$ cat src/rtl/w_gate_pkg.sv
// Shared types and constants for the gate bank: function codes, self-test FSM states, reference truth tables.
// Latency: none (declarations and pure functions only).
// Backpressure: none.
package w_gate_pkg;

    localparam int FN_W = 3;

    localparam logic [FN_W-1:0] FN_NAND = 3'b000;
    localparam logic [FN_W-1:0] FN_AND  = 3'b001;
    localparam logic [FN_W-1:0] FN_NOR  = 3'b010;
    localparam logic [FN_W-1:0] FN_OR   = 3'b011;
    localparam logic [FN_W-1:0] FN_XOR  = 3'b100;
    localparam logic [FN_W-1:0] FN_XNOR = 3'b101;
    localparam logic [FN_W-1:0] FN_NOTA = 3'b110;
    localparam logic [FN_W-1:0] FN_BUFA = 3'b111;

    typedef enum logic [1:0] {
        IDLE  = 2'd0,
        APPLY = 2'd1,
        CHECK = 2'd2,
        DONE  = 2'd3
    } st_t;

    // Reference model built from truth-table constants, deliberately unlike the
    // boolean decode in w_gate_cell so a decode error in the cell shows up as a
    // self-test failure. The table is indexed by {a,b}.
    function automatic logic golden(input logic [FN_W-1:0] fn, input logic a, input logic b);
        logic [3:0] tt;
        case (fn)
            FN_NAND: tt = 4'b0111;
            FN_AND:  tt = 4'b1000;
            FN_NOR:  tt = 4'b0001;
            FN_OR:   tt = 4'b1110;
            FN_XOR:  tt = 4'b0110;
            FN_XNOR: tt = 4'b1001;
            FN_NOTA: tt = 4'b0011;
            FN_BUFA: tt = 4'b1100;
            default: tt = 4'b0000;
        endcase
        return tt[{a, b}];
    endfunction

endpackage

$ cat src/rtl/w_gate_cell.sv
// One 2-input gate whose function is chosen by fn.
// Latency: combinational.
// Backpressure: none.
module w_gate_cell
    import w_gate_pkg::*;
(
    input  logic [FN_W-1:0] fn,
    input  logic            a,
    input  logic            b,
    output logic            y
);

    // Decode the function code into the gate output.
    always_comb begin
        y = 1'b0;
        case (fn)
            FN_NAND: y = ~(a & b);
            FN_AND:  y = a & b;
            FN_NOR:  y = ~(a | b);
            FN_OR:   y = a | b;
            FN_XOR:  y = a ^ b;
            FN_XNOR: y = ~(a ^ b);
            FN_NOTA: y = ~a;
            FN_BUFA: y = a;
            default: y = 1'b0;
        endcase
    end

endmodule

$ cat src/rtl/w_74hc_gate_bank.sv
// Bank of N_CH registered 2-input gates sharing one selectable function, with a truth-table self-test.
// Latency: 1 cycle A/B to Y; self-test runs 8 busy cycles then a 1-cycle done pulse.
// Backpressure: none; strobes arriving outside IDLE are dropped.
module w_74hc_gate_bank
    import w_gate_pkg::*;
#(
    parameter int N_CH = 4
) (
    input  logic             clk,
    input  logic             rst_n,
    input  logic [N_CH-1:0]  A,
    input  logic [N_CH-1:0]  B,
    input  logic [FN_W-1:0]  fn_sel,
    input  logic             fn_load,
    input  logic [N_CH-1:0]  inject_fault,
    input  logic             test_start,
    output logic [N_CH-1:0]  Y,
    output logic [FN_W-1:0]  active_fn,
    output logic             test_busy,
    output logic             test_done,
    output logic             test_pass,
    output logic [N_CH-1:0]  fail_ch
);

    st_t             state_q;
    st_t             state_d;
    logic [1:0]      vec_q;
    logic [N_CH-1:0] a_int;
    logic [N_CH-1:0] b_int;
    logic [N_CH-1:0] cell_y;
    logic [N_CH-1:0] core_q;
    logic [N_CH-1:0] mismatch;
    logic            golden_bit;
    logic            normal_mode;

    assign normal_mode = (state_q == IDLE) || (state_q == DONE);
    assign test_busy   = (state_q == APPLY) || (state_q == CHECK);
    assign test_done   = (state_q == DONE);
    assign golden_bit  = golden(active_fn, vec_q[1], vec_q[0]);
    assign mismatch    = core_q ^ {N_CH{golden_bit}};

    // Drive the gate inputs from the pins, or broadcast the test vector while applying it.
    always_comb begin
        a_int = A;
        b_int = B;
        if (state_q == APPLY) begin
            a_int = {N_CH{vec_q[1]}};
            b_int = {N_CH{vec_q[0]}};
        end
    end

    for (genvar i = 0; i < N_CH; i++) begin : g_cell
        w_gate_cell u_cell (
            .fn (active_fn),
            .a  (a_int[i]),
            .b  (b_int[i]),
            .y  (cell_y[i])
        );
    end

    // Self-test sequencing: four APPLY/CHECK pairs, then one DONE cycle.
    always_comb begin
        state_d = state_q;
        case (state_q)
            IDLE:    if (test_start) state_d = APPLY;
            APPLY:   state_d = CHECK;
            CHECK:   state_d = (vec_q == 2'd3) ? DONE : APPLY;
            DONE:    state_d = IDLE;
            default: state_d = IDLE;
        endcase
    end

    // State register plus the core output register, which runs in every mode.
    always_ff @(posedge clk) begin
        if (!rst_n) begin
            state_q <= IDLE;
            core_q  <= '0;
        end else begin
            state_q <= state_d;
            core_q  <= cell_y ^ inject_fault;
        end
    end

    // Pin-facing outputs: Y follows the gates only in normal mode, function latches only in IDLE.
    always_ff @(posedge clk) begin
        if (!rst_n) begin
            Y         <= '0;
            active_fn <= FN_NAND;
        end else begin
            if (normal_mode) Y <= cell_y ^ inject_fault;
            if ((state_q == IDLE) && fn_load) active_fn <= fn_sel;
        end
    end

    // Vector counter and sticky result flags; cleared only by a new test or reset.
    always_ff @(posedge clk) begin
        if (!rst_n) begin
            vec_q     <= 2'd0;
            fail_ch   <= '0;
            test_pass <= 1'b0;
        end else begin
            case (state_q)
                IDLE: begin
                    if (test_start) begin
                        vec_q     <= 2'd0;
                        fail_ch   <= '0;
                        test_pass <= 1'b0;
                    end
                end
                CHECK: begin
                    fail_ch <= fail_ch | mismatch;
                    if (vec_q != 2'd3) vec_q <= vec_q + 2'd1;
                end
                DONE:    test_pass <= ~|fail_ch;
                default: ;
            endcase
        end
    end

endmodule

$ cat config.mk
export PLATFORM = sky130hd
export DESIGN_NAME = w_74hc_gate_bank
export DESIGN_NICKNAME = d
export VERILOG_FILES = /design/src/rtl/w_gate_pkg.sv /design/src/rtl/w_gate_cell.sv /design/src/rtl/w_74hc_gate_bank.sv
export SDC_FILE = /design/constraint.sdc
export NUM_CORES = 1
export LEC_CHECK = 0
export CORE_UTILIZATION = 49
export DETAILED_ROUTE_END_ITERATION = 7
export GPL_TIMING_DRIVEN = 0
export PLACE_DENSITY = 0.79
export SLEW_MARGIN = 10
export SYNTH_ARGS = -nofsm -noshare
export SYNTH_HDL_FRONTEND = slang
export SYNTH_HIERARCHICAL = 1
export SYNTH_SLANG_ARGS = --single-unit
$ cat constraint.sdc
create_clock -name clk -period 2.7 [get_ports clk]
set_clock_uncertainty 0.05 [all_clocks]
set_input_delay 0.675 -clock clk [delete_from_list [all_inputs] [get_ports clk]]
set_output_delay 0.675 -clock clk [all_outputs]
set_load 0.05 [all_outputs]
==> impl_metrics.toml <==
[clock_network]
cts.reportedPaths.clkPinSlew_ps = 140
cts_hold_buf = 0
clockRootBuffer = "clkbuf_4"
cts_sinks = 24
ctsLongestPathBuffers = 2
cts_inserted_buffers = 3
insertion_delay_ps = 330
cts-htree-levels = 1
cts_tree = "done"

[sta]
final-hold-violation-count = 0
relSlewSlack_pct = 66.6
hold_ws_ps = 441
layout_min_cycle_time_ps = 2660
slew_viol_final = 0
tightest_slew_ps = 499
finalSetupTns_ps = 0
fin_crit_sh_pct = 98.7
max_freq_ghz = 0.375
setup_viol = 0

[drt]
drt_iter0_markers = 22
firstDrtPassIters = 4
viasPerCell = 5.16
drc = 0
wirelength_mm = 2.99
wl_per_cell_um = 13.0
via_count = 1186
detail-route-antenna-nets = 0

[logic_synthesis]
ys_seq_area_share_pct = 34.1
yosys-top-cells-area = "dfxtp_1 34%, ha_1 12%, inv_1 8.5%"
synth_common_cells = "32 x inv_1, 24 x dfxtp_1, 14 x o21ai_0"
ys_warn_count = 6
synth_top_area_share_pct = 34.1
synth_ff_type = "dfxtp_1"
yosysMostFrequentCell = "inv_1"
syn_avg_cell_area_um2 = 8.64
ys_ff_latch = 24
synth_cells = 163
async_reset_ff_share_pct = 0
ys_types = 27
synth_edf_count = 0
synth.net_count = 195
netlist_area_mm2 = 0.00141
yosysTopAreaCell = "dfxtp_1"

[placed_design]
place_congestion = 0.761
place_hpwl_mm = 2.22
io_buffers = 32

[critical_path]
critPathLaunch = "state_q[0]$_SDFFE_PN0P_"
cp_slowest_cell = "clkdlybuf4s15_1"
timing.rr.start = "state_q[1]$_SDFFE_PN0P_"
cpPeakStageDelay_ps = 550
path_cells = "inv_1 -> ha_1 -> clkdlybuf4s15_1"
cp.required_ps = 1980
path_buf_inv = 2
crit_path_end_kind = "output port"
crit_type = "reg2out"
cp_data_arrival_time_ps = 1940
start_kind = "flop"
cp_max_fo = 9
crit_family = "buffers and inverters"

[floorplan]
initial_core_util_pct = 51.5
die_x_um = 55.6
die_h_um = 55.6
num_rows = 19
core_mm2 = 0.00273
pin_count = 33
dieArea_mm2 = 0.00309

[run_status]
status = "complete, no violations"

[layout]
nNetsFinal = 232
drive_above_1_share_pct = 13.1
utilization_pct = 68.5
synthToLayoutAreaGrowth_pct = 33.1
fillCellCount = 227
antenna_cells = 0

[global_route]
grt_pass1_vias = 1084
overflow = 0
grt_usage_pct = 18.8
grt_pass1_wl_mm = 4.60
grt_max_degree = 15
antenna_found_initial = 0

[min_path]
hold_start = "state_q[1]$_SDFFE_PN0P_"
min_path_type = "reg2reg"

[power_and_ir_drop]
power.internal_w = 0.000801
sw_frac_of_total_pct = 36.8
ir_worst_vdd_mv = 0.592
power.leakage_nw = 0.798
p_per_area_mw_per_mm2 = 676
clkPwrFrac_pct = 20.9
pwr-share-seq_pct = 35.5
p_comb_share_pct = 43.6
p_sw_w = 0.000466

[flow_run]
maxCapViolCount = 0
-- routing by layer --
layer / track usage, % / share of wire (%) / vias up
li1: - / - / 597
met1: 21.8 / 42 / 554
met2: 35.3 / 54 / 33
met3: 1.86 / 3.4 / 2
met4: 7.50 / 0.54 / 0
met5: 0 / 0 / -
-- worst paths after layout --
| path | to | slack [ps] | cells after the start |
|---|---|---|---|
| setup reg to reg | Y[2]$_SDFFE_PN0P_ | 120 | 12 |
| setup / recovery | test_busy | 40 | 3 |
| hold reg to reg | state_q[1]$_SDFFE_PN0P_ | 440 | 2 |
| hold / removal | state_q[1]$_SDFFE_PN0P_ | 440 | 2 |
-- placed cells by master, fill, tap and decap left out, types with 2 or more instances in the layout --
| cell type | n |
|---|---|
| nand2b_1 | 3 |
| xnor2_1 | 8 |
| inv_1 | 32 |
| mux4_2 | 5 |
| clkdlybuf4s50_1 | 31 |
| xor2_1 | 5 |
| clkbuf_4 | 4 |
| nand3_1 | 6 |
| o21ai_2 | 5 |
| o21ai_1 | 3 |
| nor2_1 | 6 |
| o22ai_1 | 4 |
| dfxtp_1 | 23 |
| xnor2_2 | 2 |
| a21oi_1 | 5 |
| o21ai_0 | 6 |
| nor2b_1 | 5 |
| and2_1 | 4 |
| ha_1 | 12 |
| nand2_1 | 10 |
| nor3_1 | 5 |
-- worst reg2reg max path, cell delays in order (launching register included) --
cell	delay, ps
dfxtp_2	370
inv_1	90
ha_4	200
clkbuf_4	180
o21ai_2	200
inv_1	60
ha_1	280
inv_1	30
mux4_2	470
xnor2_2	180
xor2_1	220
nor2_1	70
nor3_1	120
-- per-stage QoR --
stage / total power (W) / setup WS (ps) / area (um2) / cells
6_report: 0.00127 / 36.0 / 1870 / 230
5_1_grt: 0.00133 / -22.4 / 1870 / 230
4_1_cts: 0.00123 / 5.91 / 1820 / 229
3_5_place_dp: 0.000974 / -390 / 1770 / 226
3_3_place_gp: 0.000956 / -279 / 1770 / 226
2_1_floorplan: 0.000827 / 245 / 1410 / 163
-- power by group through the flow --
stage                     clock [W]  combinational, W  sequential (W)
after floorplan                   0          0.000287        0.000540
after global placement            0          0.000504        0.000452
after detailed placement          0          0.000518        0.000456
after CTS                  0.000266          0.000519        0.000448
after global routing       0.000280          0.000592        0.000458
final                      0.000264          0.000552        0.000450
-- repair_timing --
action	in CTS	in global routing
hold endpoints to repair	0	0
buffers inserted	0	1
pin swaps	0	1
endpoints found under the setup margin	9	7
resized for setup	3	18
-- area by class of cell --
class | instances | area [um2] | area share [%]
Tap cell | 31 | 38.8 | 2.07
Sequential cell | 24 | 482 | 25.7
Timing Repair Buffer | 33 | 328 | 17.5
Inverter | 32 | 120 | 6.41
Multi-Input combinational cell | 104 | 840 | 44.8
Clock buffer | 3 | 22.5 | 1.20
Buffer | 2 | 12.5 | 0.668
Clock inverter | 1 | 30.0 | 1.60
-- cell families after synthesis --
group / share of synthesized area [%]
AOI/OAI and AO/OA: 12.1
DFF: 34.1
buffers and inverters: 9.69
xor gates and xnor gates: 9.33
adders and majority gates: 11.6
muxes: 8.00
and+or+nand+nor: 15.2
No activity file was read; power rests on OpenSTA's default activity.
